<file path="config.mk">
export PLATFORM = sky130hd
export DESIGN_NAME = instruction_fetch
export DESIGN_NICKNAME = d
export VERILOG_FILES = /design/src/rtl/instruction_fetch.sv
export SDC_FILE = /design/constraint.sdc
export NUM_CORES = 1
export LEC_CHECK = 0
export CORE_MARGIN = 1.5
export CORE_UTILIZATION = 45
export DETAILED_ROUTE_END_ITERATION = 10
export PLACE_DENSITY = 0.78
export SYNTH_ARGS = -nofsm -noshare
export SYNTH_HDL_FRONTEND = slang
export SYNTH_SLANG_ARGS = --single-unit
export TNS_END_PERCENT = 5
</file>
<file path="constraint.sdc">
create_clock -name Clock -period 1.94 [get_ports Clock]
set_clock_uncertainty 0.05 [all_clocks]
set_input_delay 0.485 -clock Clock [delete_from_list [all_inputs] [get_ports Clock]]
set_output_delay 0.485 -clock Clock [all_outputs]
set_load 0.02 [all_outputs]
</file>
<file path="src/rtl/instruction_fetch.sv">
`default_nettype none
// +----------------------------------------------------------------------+
// | instruction_fetch                                                    |
// | PC/IR holder issuing timed-out instruction-memory read requests.     |
// | Revision: 1.0                                                        |
// +----------------------------------------------------------------------+
module instruction_fetch #(
  parameter int PC_WIDTH    = 7,
  parameter int INSTR_WIDTH = 16,
  parameter int TIMEOUT     = 15
) (
  input  logic                   Clock,
  input  logic                   Reset,
  input  logic                   PC_CLR,
  input  logic                   PC_IC,
  input  logic                   IR_LD,
  output logic [PC_WIDTH-1:0]    IM_ADDR,
  output logic                   IM_RD,
  input  logic [INSTR_WIDTH-1:0] IM_DATA,
  input  logic                   IM_VALID,
  output logic [PC_WIDTH-1:0]    PC,
  output logic [INSTR_WIDTH-1:0] IR,
  output logic [3:0]             OPCODE,
  output logic                   FETCH_BUSY,
  output logic                   FETCH_DONE,
  output logic                   FETCH_ERR
);

  typedef enum logic [1:0] {
    IDLE  = 2'd0,
    WAIT  = 2'd1,
    FAULT = 2'd2
  } state_t;

  localparam logic [7:0]          c_tmo_last = 8'(TIMEOUT - 1);
  localparam logic [PC_WIDTH-1:0] c_pc_one   = PC_WIDTH'(1);

  state_t                 r_state;
  logic [7:0]             r_tmo_cnt;
  logic [PC_WIDTH-1:0]    r_pc;
  logic [PC_WIDTH-1:0]    r_im_addr;
  logic [INSTR_WIDTH-1:0] r_ir;
  logic                   r_im_rd;
  logic                   r_busy;
  logic                   r_done;
  logic                   r_err;

  always_ff @(posedge Clock) begin
    if (!Reset) begin
      r_state   <= IDLE;
      r_tmo_cnt <= '0;
      r_pc      <= '0;
      r_im_addr <= '0;
      r_ir      <= '0;
      r_im_rd   <= 1'b0;
      r_busy    <= 1'b0;
      r_done    <= 1'b0;
      r_err     <= 1'b0;
    end else begin
      r_done <= 1'b0;

      if (PC_CLR)
        r_pc <= '0;
      else if (PC_IC)
        r_pc <= r_pc + c_pc_one;

      case (r_state)
        IDLE: begin
          if (IR_LD && !PC_CLR) begin
            r_im_addr <= r_pc;
            r_im_rd   <= 1'b1;
            r_tmo_cnt <= '0;
            r_busy    <= 1'b1;
            r_state   <= WAIT;
          end
        end
        WAIT: begin
          if (PC_CLR) begin
            r_im_rd <= 1'b0;
            r_busy  <= 1'b0;
            r_state <= IDLE;
          end else if (IM_VALID) begin
            r_ir    <= IM_DATA;
            r_im_rd <= 1'b0;
            r_done  <= 1'b1;
            r_busy  <= 1'b0;
            r_state <= IDLE;
          end else if (r_tmo_cnt == c_tmo_last) begin
            // Final permitted wait cycle with no response: fault at this edge.
            r_tmo_cnt <= r_tmo_cnt + 8'd1;
            r_im_rd   <= 1'b0;
            r_err     <= 1'b1;
            r_busy    <= 1'b0;
            r_state   <= FAULT;
          end else begin
            r_tmo_cnt <= r_tmo_cnt + 8'd1;
          end
        end
        FAULT: begin
          if (PC_CLR) begin
            r_err   <= 1'b0;
            r_state <= IDLE;
          end
        end
        default: begin
          r_im_rd <= 1'b0;
          r_busy  <= 1'b0;
          r_state <= IDLE;
        end
      endcase
    end
  end

  assign PC         = r_pc;
  assign IR         = r_ir;
  assign IM_ADDR    = r_im_addr;
  assign IM_RD      = r_im_rd;
  assign FETCH_BUSY = r_busy;
  assign FETCH_DONE = r_done;
  assign FETCH_ERR  = r_err;
  assign OPCODE     = r_ir[INSTR_WIDTH-1 -: 4];

endmodule
`default_nettype wire
</file>
==> results of run 1 <==
==> power groups by stage <==
stage	clock network (uW)	logic, uW	registers (uW)
final	537	171	901
after global routing	587	183	902
after CTS	556	172	901
after detailed placement	0	170	921
after global placement	0	171	921
after floorplan	0	66.5	930
==> layout by cell type (no fill, tap or decap), types with 2 or more instances in the layout <==
| cell | count |
|---|---|
| a21boi_0 | 6 |
| a21boi_1 | 20 |
| a21oi_1 | 3 |
| a21oi_2 | 2 |
| and2_1 | 2 |
| buf_12 | 2 |
| buf_4 | 12 |
| clkbuf_1 | 2 |
| clkbuf_8 | 5 |
| clkdlybuf4s50_1 | 59 |
| dfxtp_1 | 43 |
| ha_1 | 3 |
| inv_1 | 2 |
| nand2_1 | 57 |
| nand3_1 | 2 |
| nand4_1 | 3 |
| nor2_1 | 9 |
| nor2b_1 | 2 |
| o2111ai_1 | 2 |
| o21ai_0 | 5 |
| or3_1 | 6 |
| xor2_1 | 6 |
==> timing repair <==
item,4_1_cts,5_1_grt
gates resized for setup,0,1
endpoints found under the setup margin,0,3
hold buffers,0,0
endpoints found under the hold margin,0,0
==> worst max path at each step <==
stage          startpoint            to  slack [ns]  cells past startpoint
6_report            PC[4]         PC[4]        0.05                      1
5_1_grt             PC[4]         PC[4]       0.003                      1
4_1_cts             PC[0]         PC[0]        0.03                      1
3_5_place_dp       PC_CLR  r_tmo_cnt[5]       -0.21                      5
3_3_place_gp       PC_CLR  r_tmo_cnt[5]       -0.19                      5
2_1_floorplan      PC_CLR  r_tmo_cnt[7]        0.30                      5
==> layout make-up <==
class / count / share of cell area
Clock inverter: 1 / 0.00191
Sequential cell: 43 / 0.328
Multi-Input combinational cell: 149 / 0.340
Clock buffer: 7 / 0.0291
Tap cell: 50 / 0.0238
Timing Repair Buffer: 73 / 0.274
Inverter: 2 / 0.00286
==> stage by stage <==
step	cell area, sq um	total power, uW
CTS	2620	1630
finish	2630	1610
floorplan	1850	997
detailed placement	2540	1090
global route	2630	1670
global placement	2540	1090
==> tightest hold or removal path, cell delays in order (launching register included) <==
cell      delay [ns]
dfxtp_1         0.31
nand2_1         0.05
a21boi_1        0.05
==> metal layers <==
metal	up-vias	track usage
li1	838	-
met1	757	0.209
met2	45	0.306
met3	6	0.0583
met4	0	0.0689
met5	-	0
==> kinds of logic (layout without fill, tap and decap cells) <==
kind of cell	Yosys count	after routing	synth area share
buf+inv	15	83	0.0541
simple gates	94	94	0.245
xor+xnor	7	7	0.0331
compound gates	44	44	0.178
fa+ha+maj	3	3	0.0203
mux	1	1	0.00541
flops	43	43	0.465
==> state kept, by name, summed over array words and instances (netlist names) <==
register,cells
IR,16
r_tmo_cnt,8
IM_ADDR,7
PC,7
r_state,2
FETCH_BUSY,1
FETCH_DONE,1
FETCH_ERR,1
==> results.yml, run 1 <==
run_status:
  run_status: "finished, final reports clean"
hold_path:
  hold_depth: 2
  hp-class: "flop to flop"
  min_to: "IR[0]"
  hp-start: "IR[0]"
critical_path:
  critPathCaptureType: "primary output"
  regToRegSetupSlack_ns: 0.37
  reg2regPathDepth: 4
  cp_num_buf_inv: 1
  slowest_stage: "clkdlybuf4s50_1"
  worstPathArrival_ns: 1.35
  max_stage_delay_ns: 0.64
  reg2reg_to: "r_tmo_cnt[7]"
  cp_max_fo: 5
  crit_family: "buffers and inverters"
  cp_data_required_time_ns: 1.40
  cp-start-kind: "flop"
  path_class: "flop to primary output"
  cp_cell_sequence: "clkdlybuf4s50_1"
  regToRegStartpoint: "r_state[0]"
timing:
  setup_violations: 0
  finalCriticalPeriod_ns: 1.89
  slew_viol_final: 0
  fin_tns_setup_ns: 0
  hold_ws_ns: 0.402
  slew_headroom: 0.806
  rsz0062_at_grt: "no"
  hold_violations: 0
  fin_ws_ns: 0.0512
  tightest_slew_ns: 0.289
  clock.fmax_mhz: 529
  timing.final.crit_share: 0.974
cells_and_area:
  syn_to_final_growth_pct: 41.8
  final_util: 0.661
  fin_cells: 325
  fillCellCount: 350
  diodes: 0
  multiInputGateArea_sq_um: 893
  seq_area_sq_um: 861
  fin_nets: 299
  layout-drive-gt1-share: 0.109
die:
  die_area_sq_um: 4510
  fp.dieH_um: 67.2
  die_x_um: 67.2
  ios: 60
  fp-row-count: 23
  start_util: 0.466
  design.core.area_sq_um: 3970
place:
  io_buffers: 59
  dp_hpwl_mm: 2.90
  post-place-ws_ns: -0.215
  dp.cells: 317
  globalplace.congestion: 0.873
power:
  p_sw_uw: 366
  p_sw_frac: 0.228
  p_per_area_nw_per_um2: 612
  clockPowerShare: 0.334
  p_leak_uw: 0.000927
  vdd_ir_drop_max_uv: 533
  power_frac_comb: 0.106
  seqPwrFrac: 0.560
  p_int_uw: 1240
cts:
  worstSkewPairLatency_ns: 0.29
  cts_num_sinks: 43
  postCtsSetupRepairBufs: 0
  htreeDepth: 2
  ctsRootBufferMaster: "clkbuf_8"
  clk_pin_slew_ns: 0.08
  cts_made_buffers: 5
  clockBufferDepth: 2
  cts_tree: "built"
detailed_routing:
  wl_met1_mm: 1.77
  top_layer: "met4"
  routed_wl_mm: 3.98
  dr_wl_met2_mm: 1.85
  viasPerCell: 5.06
  wl_met3_um: 301
  first_pass_iters: 4
  ant_nets: 0
  drc: 0
  vias: 1646
  drt-wirelength-per-cell_um: 12.2
  drt_iter0_drc: 79
yosys:
  synth_nets: 232
  ys_ff_latch: 43
  yosys_warnings: 0
  synthCells: 207
  yosysSeqAreaShare: 0.465
  synth_area_per_cell_sq_um: 8.95
  ys_types: 41
  synth_common_cells: "57 x nand2_1, 43 x dfxtp_1, 20 x a21boi_1"
  ys_top_cells_by_area: "dfxtp_1 46%, nand2_1 12%, a21boi_1 8.1%"
  synth-main-ff-cell: "dfxtp_1"
  synth-edff-count: 0
  yosysMostFrequentCell: "nand2_1"
  synthesis.area_sq_um: 1850
  yosysTopAreaCell: "dfxtp_1"
  asyncSetResetFlopFracSynth: 0
  netlist.area_leader.share: 0.465
grt:
  overflow: 0
  grt_pass1_vias: 1432
  grt_max_degree: 33
  grt_usage: 0.179
  antenna_found_initial: 0
  grt_pass1_wl_mm: 6.20
flow_run:
  maxCapViolations: 0
(Power assumes the default switching activity.)
==> inputs of run 2 (changes only) <==
SETUP_SLACK_MARGIN = 0.2   (was unset)
TNS_END_PERCENT = unset   (was 5)
==> results.yml, run 2 (synthesis gave the netlist of run 1 again) <==
detailed_routing:
  viasPerCell: 5.05
  first_pass_iters: 4
  drt-wirelength-per-cell_um: 12.2
  routed_wl_mm: 4.00
  drt_iter0_drc: 81
  drc: 0
  vias: 1651
  ant_nets: 0
die:
  die_x_um: 67.2
  die_area_sq_um: 4510
  fp-row-count: 23
  ios: 60
  design.core.area_sq_um: 3970
  fp.dieH_um: 67.2
  start_util: 0.466
timing:
  fin_tns_setup_ns: 0
  setup_violations: 0
  timing.final.crit_share: 0.868
  tightest_slew_ns: 0.347
  slew_headroom: 0.768
  clock.fmax_mhz: 594
  rsz0062_at_grt: "no"
  fin_ws_ns: 0.255
  hold_violations: 0
  slew_viol_final: 0
  finalCriticalPeriod_ns: 1.68
flow_run:
  maxCapViolations: 0
cells_and_area:
  fillCellCount: 360
  largest_reg_flops: 16
  final_common_cell: "nand2_1"
  layout-drive-gt1-share: 0.126
  final_util: 0.660
  design_area_sq_um: 2620
  fin_nets: 301
  mostFrequentLayoutCells: "57 x nand2_1, 43 x dfxtp_1, 39 x dlygate4sd2_1, 20 x a21boi_1, 19 x clkdlybuf4s50_1"
  diodes: 0
  syn_to_final_growth_pct: 41.6
power:
  p_per_area_nw_per_um2: 613
  p_int_uw: 1240
  seqPwrFrac: 0.561
  clockPowerShare: 0.333
  p_sw_uw: 367
  vdd_ir_drop_max_uv: 531
  power_frac_comb: 0.106
  p_leak_uw: 0.00113
  p_sw_frac: 0.228
grt:
  antenna_found_initial: 0
  grt_pass1_wl_mm: 6.31
  overflow: 0
  grt_max_degree: 33
  grt_pass1_vias: 1449
  grt_usage: 0.183
critical_path:
  worst-path-stages: 5
  cp_cell_sequence: "clkdlybuf4s50_1 -> and2b_2 -> o21ai_2 -> or4_1 -> nand2_1"
  slowest_stage: "or4_1"
  cp_num_buf_inv: 1
  worstPathArrival_ns: 1.87
  cp_data_required_time_ns: 2.13
  max_stage_delay_ns: 0.52
  reg2regPathDepth: 4
  cp-start-kind: "primary input"
  crit_family: "simple AND/OR/NAND/NOR gates"
  path_class: "primary input to flop"
  critPathCaptureType: "flop"
  cp_max_fo: 4
place:
  placed_cell_area_sq_um: 2540
  io_buffers: 59
  globalplace.congestion: 0.873
  post-place-ws_ns: -0.215
  dp_hpwl_mm: 2.90
hold_path:
  hold_depth: 2
  hp-class: "flop to flop"
cts:
  worstSkewPairLatency_ns: 0.29
  cts_made_buffers: 5
  clockBufferDepth: 2
  cts_num_sinks: 43
  postCtsHoldBufs: 0
  clk_pin_slew_ns: 0.07
  ctsRootBufferMaster: "clkbuf_8"
  htreeDepth: 2
  cts_tree: "built"
run_status:
  run_status: "finished, final reports clean"
run 2: metrics by stage:
stage | hold slack [ns] | instances | power, uW
after CTS | 0.402 | 326 | 1620
after global routing | 0.424 | 327 | 1670
after detailed placement | 0.394 | 317 | 1090
after global placement | 0.389 | 317 | 1090
final | 0.400 | 327 | 1610
after floorplan | 0.418 | 207 | 997
run 2: layout make-up:
type                       count  area, sq um  share of cell area
multi-input combinational    149          921               0.351
sequential                    43          861               0.328
timing repair buffer          75          689               0.263
clock buffer                   7         76.3              0.0291
tap                           50         62.6              0.0239
inverter                       2         7.51             0.00286
clock inverter                 1         5.00             0.00191
run 2: routing by layer:
layer,vias up,GRT usage,part of all wire
met2,42,0.314,0.47
met1,761,0.211,0.44
met4,0,0.0689,0.014
li1,842,-,-
met3,6,0.0583,0.077
met5,-,0,0
run 2: worst paths after layout:
| kind | from | to | slack (ns) |
|---|---|---|---|
| worst max register to register | r_state[0] | r_tmo_cnt[3] | 0.34 |
| worst min register to register | IR[4] | IR[4] | 0.40 |
| worst min-delay path | IR[4] | IR[4] | 0.40 |
| worst max-delay path | IM_VALID | r_tmo_cnt[3] | 0.26 |
run 2: tightest hold or removal path, stage by stage, from the launching register on:
cell and delay [ns]:
dfxtp_1 0.31, nand2_1 0.05, a21boi_1 0.05
run 2: power groups by stage:
stage                     clock network (uW)  logic [uW]  registers, uW
after floorplan                            0        66.5            930
after global placement                     0         171            921
after detailed placement                   0         170            921
after CTS                                556         168            901
after global routing                     587         183            902
final                                    535         170            901
run 2: what timing repair did:
action	CTS	global route
setup endpoints to repair	51	4
pin swaps	1	1
resized for setup	43	3
setup buffers	1	1
==> inputs of run 3 (changes only) <==
REMOVE_ABC_BUFFERS = 1   (was unset)
==> results.yml, run 3 (synthesis gave the netlist of run 1 again) <==
timing:
  setup_violations: 0
  tightest_slew_ns: 0.348
  slew_headroom: 0.768
  hold_violations: 0
  clock.fmax_mhz: 583
  slew_viol_final: 0
  timing.final.crit_share: 0.884
  rsz0062_at_grt: "yes"
  finalCriticalPeriod_ns: 1.72
die:
  die_x_um: 67.2
  ios: 60
  design.core.area_sq_um: 3970
  fp.dieH_um: 67.2
  die_area_sq_um: 4510
  fp-row-count: 23
  start_util: 0.466
cts:
  cts_made_buffers: 5
  clockBufferDepth: 2
  cts_tree: "built"
  clk_pin_slew_ns: 0.08
  worstSkewPairLatency_ns: 0.29
  htreeDepth: 2
  cts_num_sinks: 43
  ctsRootBufferMaster: "clkbuf_8"
  postCtsHoldBufs: 0
critical_path:
  cp-start-kind: "primary input"
  cp_max_fo: 6
  critPathCaptureType: "flop"
  regToRegSetupSlack_ns: 0.34
  reg2regPathDepth: 4
  worstPathArrival_ns: 1.89
  regToRegStartpoint: "r_state[0]"
  cp_data_required_time_ns: 2.11
  reg2reg_to: "r_tmo_cnt[5]"
  path_class: "primary input to flop"
cells_and_area:
  final_common_cell: "nand2_1"
  diodes: 0
  fin_nets: 298
  layout-drive-gt1-share: 0.121
  largest_reg_flops: 16
  mostFrequentLayoutCells: "57 x nand2_1, 43 x dfxtp_1, 37 x dlygate4sd2_1, 20 x a21boi_1, 19 x clkdlybuf4s50_1"
  fin_cells: 323
  syn_to_final_growth_pct: 42.5
  final_util: 0.664
grt:
  grt_pass1_vias: 1532
  grt_pass1_wl_mm: 6.69
  grt_max_degree: 33
  overflow: 0
  grt_usage: 0.193
  antenna_found_initial: 0
detailed_routing:
  drt-wirelength-per-cell_um: 12.7
  viasPerCell: 5.05
  vias: 1632
  drc: 0
  routed_wl_mm: 4.11
  ant_nets: 0
  first_pass_iters: 4
  drt_iter0_drc: 90
run_status:
  run_status: "finished, final reports clean"
flow_run:
  maxCapViolations: 0
power:
  p_leak_uw: 0.00116
  vdd_ir_drop_max_uv: 402
  p_per_area_nw_per_um2: 656
place:
  globalplace.congestion: 0.848
  io_buffers: 59
  dp.cells: 316
  dp_hpwl_mm: 2.82
hold_path:
  hold_depth: 2
  hp-class: "flop to flop"
  min_to: "IR[0]"
  hp-start: "IR[0]"
## run 3: critical path, cell delays in order
cell,delay [ns]
clkdlybuf4s50_1,0.44
and2b_2,0.29
o2111ai_4,0.15
or3_4,0.40
a21oi_2,0.13
## run 3: worst max path at each step
stage                     slack (ns)      endpoint  startpoint  cells after the start
after global placement         -0.13  r_tmo_cnt[7]       IR_LD                      5
after CTS                       0.18         IR[9]      PC_CLR                      6
after floorplan                 0.34  r_tmo_cnt[3]      PC_CLR                      4
after global routing            0.15  r_tmo_cnt[5]    IM_VALID                      5
after detailed placement       -0.16  r_tmo_cnt[5]       IR_LD                      5
final                           0.22  r_tmo_cnt[5]    IM_VALID                      5
## run 3: where the power goes
part / internal, uW / switching, uW / total [uW]
Combinational: 93.8 / 76.1 / 170
Clock: 377 / 283 / 660
Sequential: 892 / 9.57 / 901
Total: 1360 / 368 / 1730
## run 3: final cells by class
cell class | count | area, sq um
Fill cell | 347 | 1330
Multi-Input combinational cell | 149 | 931
Sequential cell | 43 | 861
Timing Repair Buffer | 72 | 674
Clock buffer | 6 | 72.6
Tap cell | 50 | 62.6
Clock inverter | 1 | 30.0
Inverter | 2 | 7.51
## run 3: per-stage QoR
stage / power [uW] / setup TNS, ns / cell area (sq um) / worst slack [ns] / hold WS (ns)
after CTS: 1750 / 0 / 2600 / 0.183 / 0.403
after floorplan: 980 / 0 / 1760 / 0.342 / 0.418
after detailed placement: 1090 / -2.96 / 2530 / -0.157 / 0.395
after global routing: 1790 / 0 / 2640 / 0.148 / 0.424
after global placement: 1090 / -2.39 / 2530 / -0.125 / 0.390
final: 1730 / 0 / 2640 / 0.225 / 0.401
## run 3: metal layers
layer	vias up	wire length, um	GRT usage
met1	730	1860	0.246
met3	10	342	0.0600
met4	0	60	0.0689
met2	67	1840	0.309
met5	-	0	0
li1	825	-	-
## run 3: timing repair
action,in CTS,in global routing
pin swaps,0,1
endpoints found under the setup margin,42,26
setup buffers,0,0
resized for setup,40,8
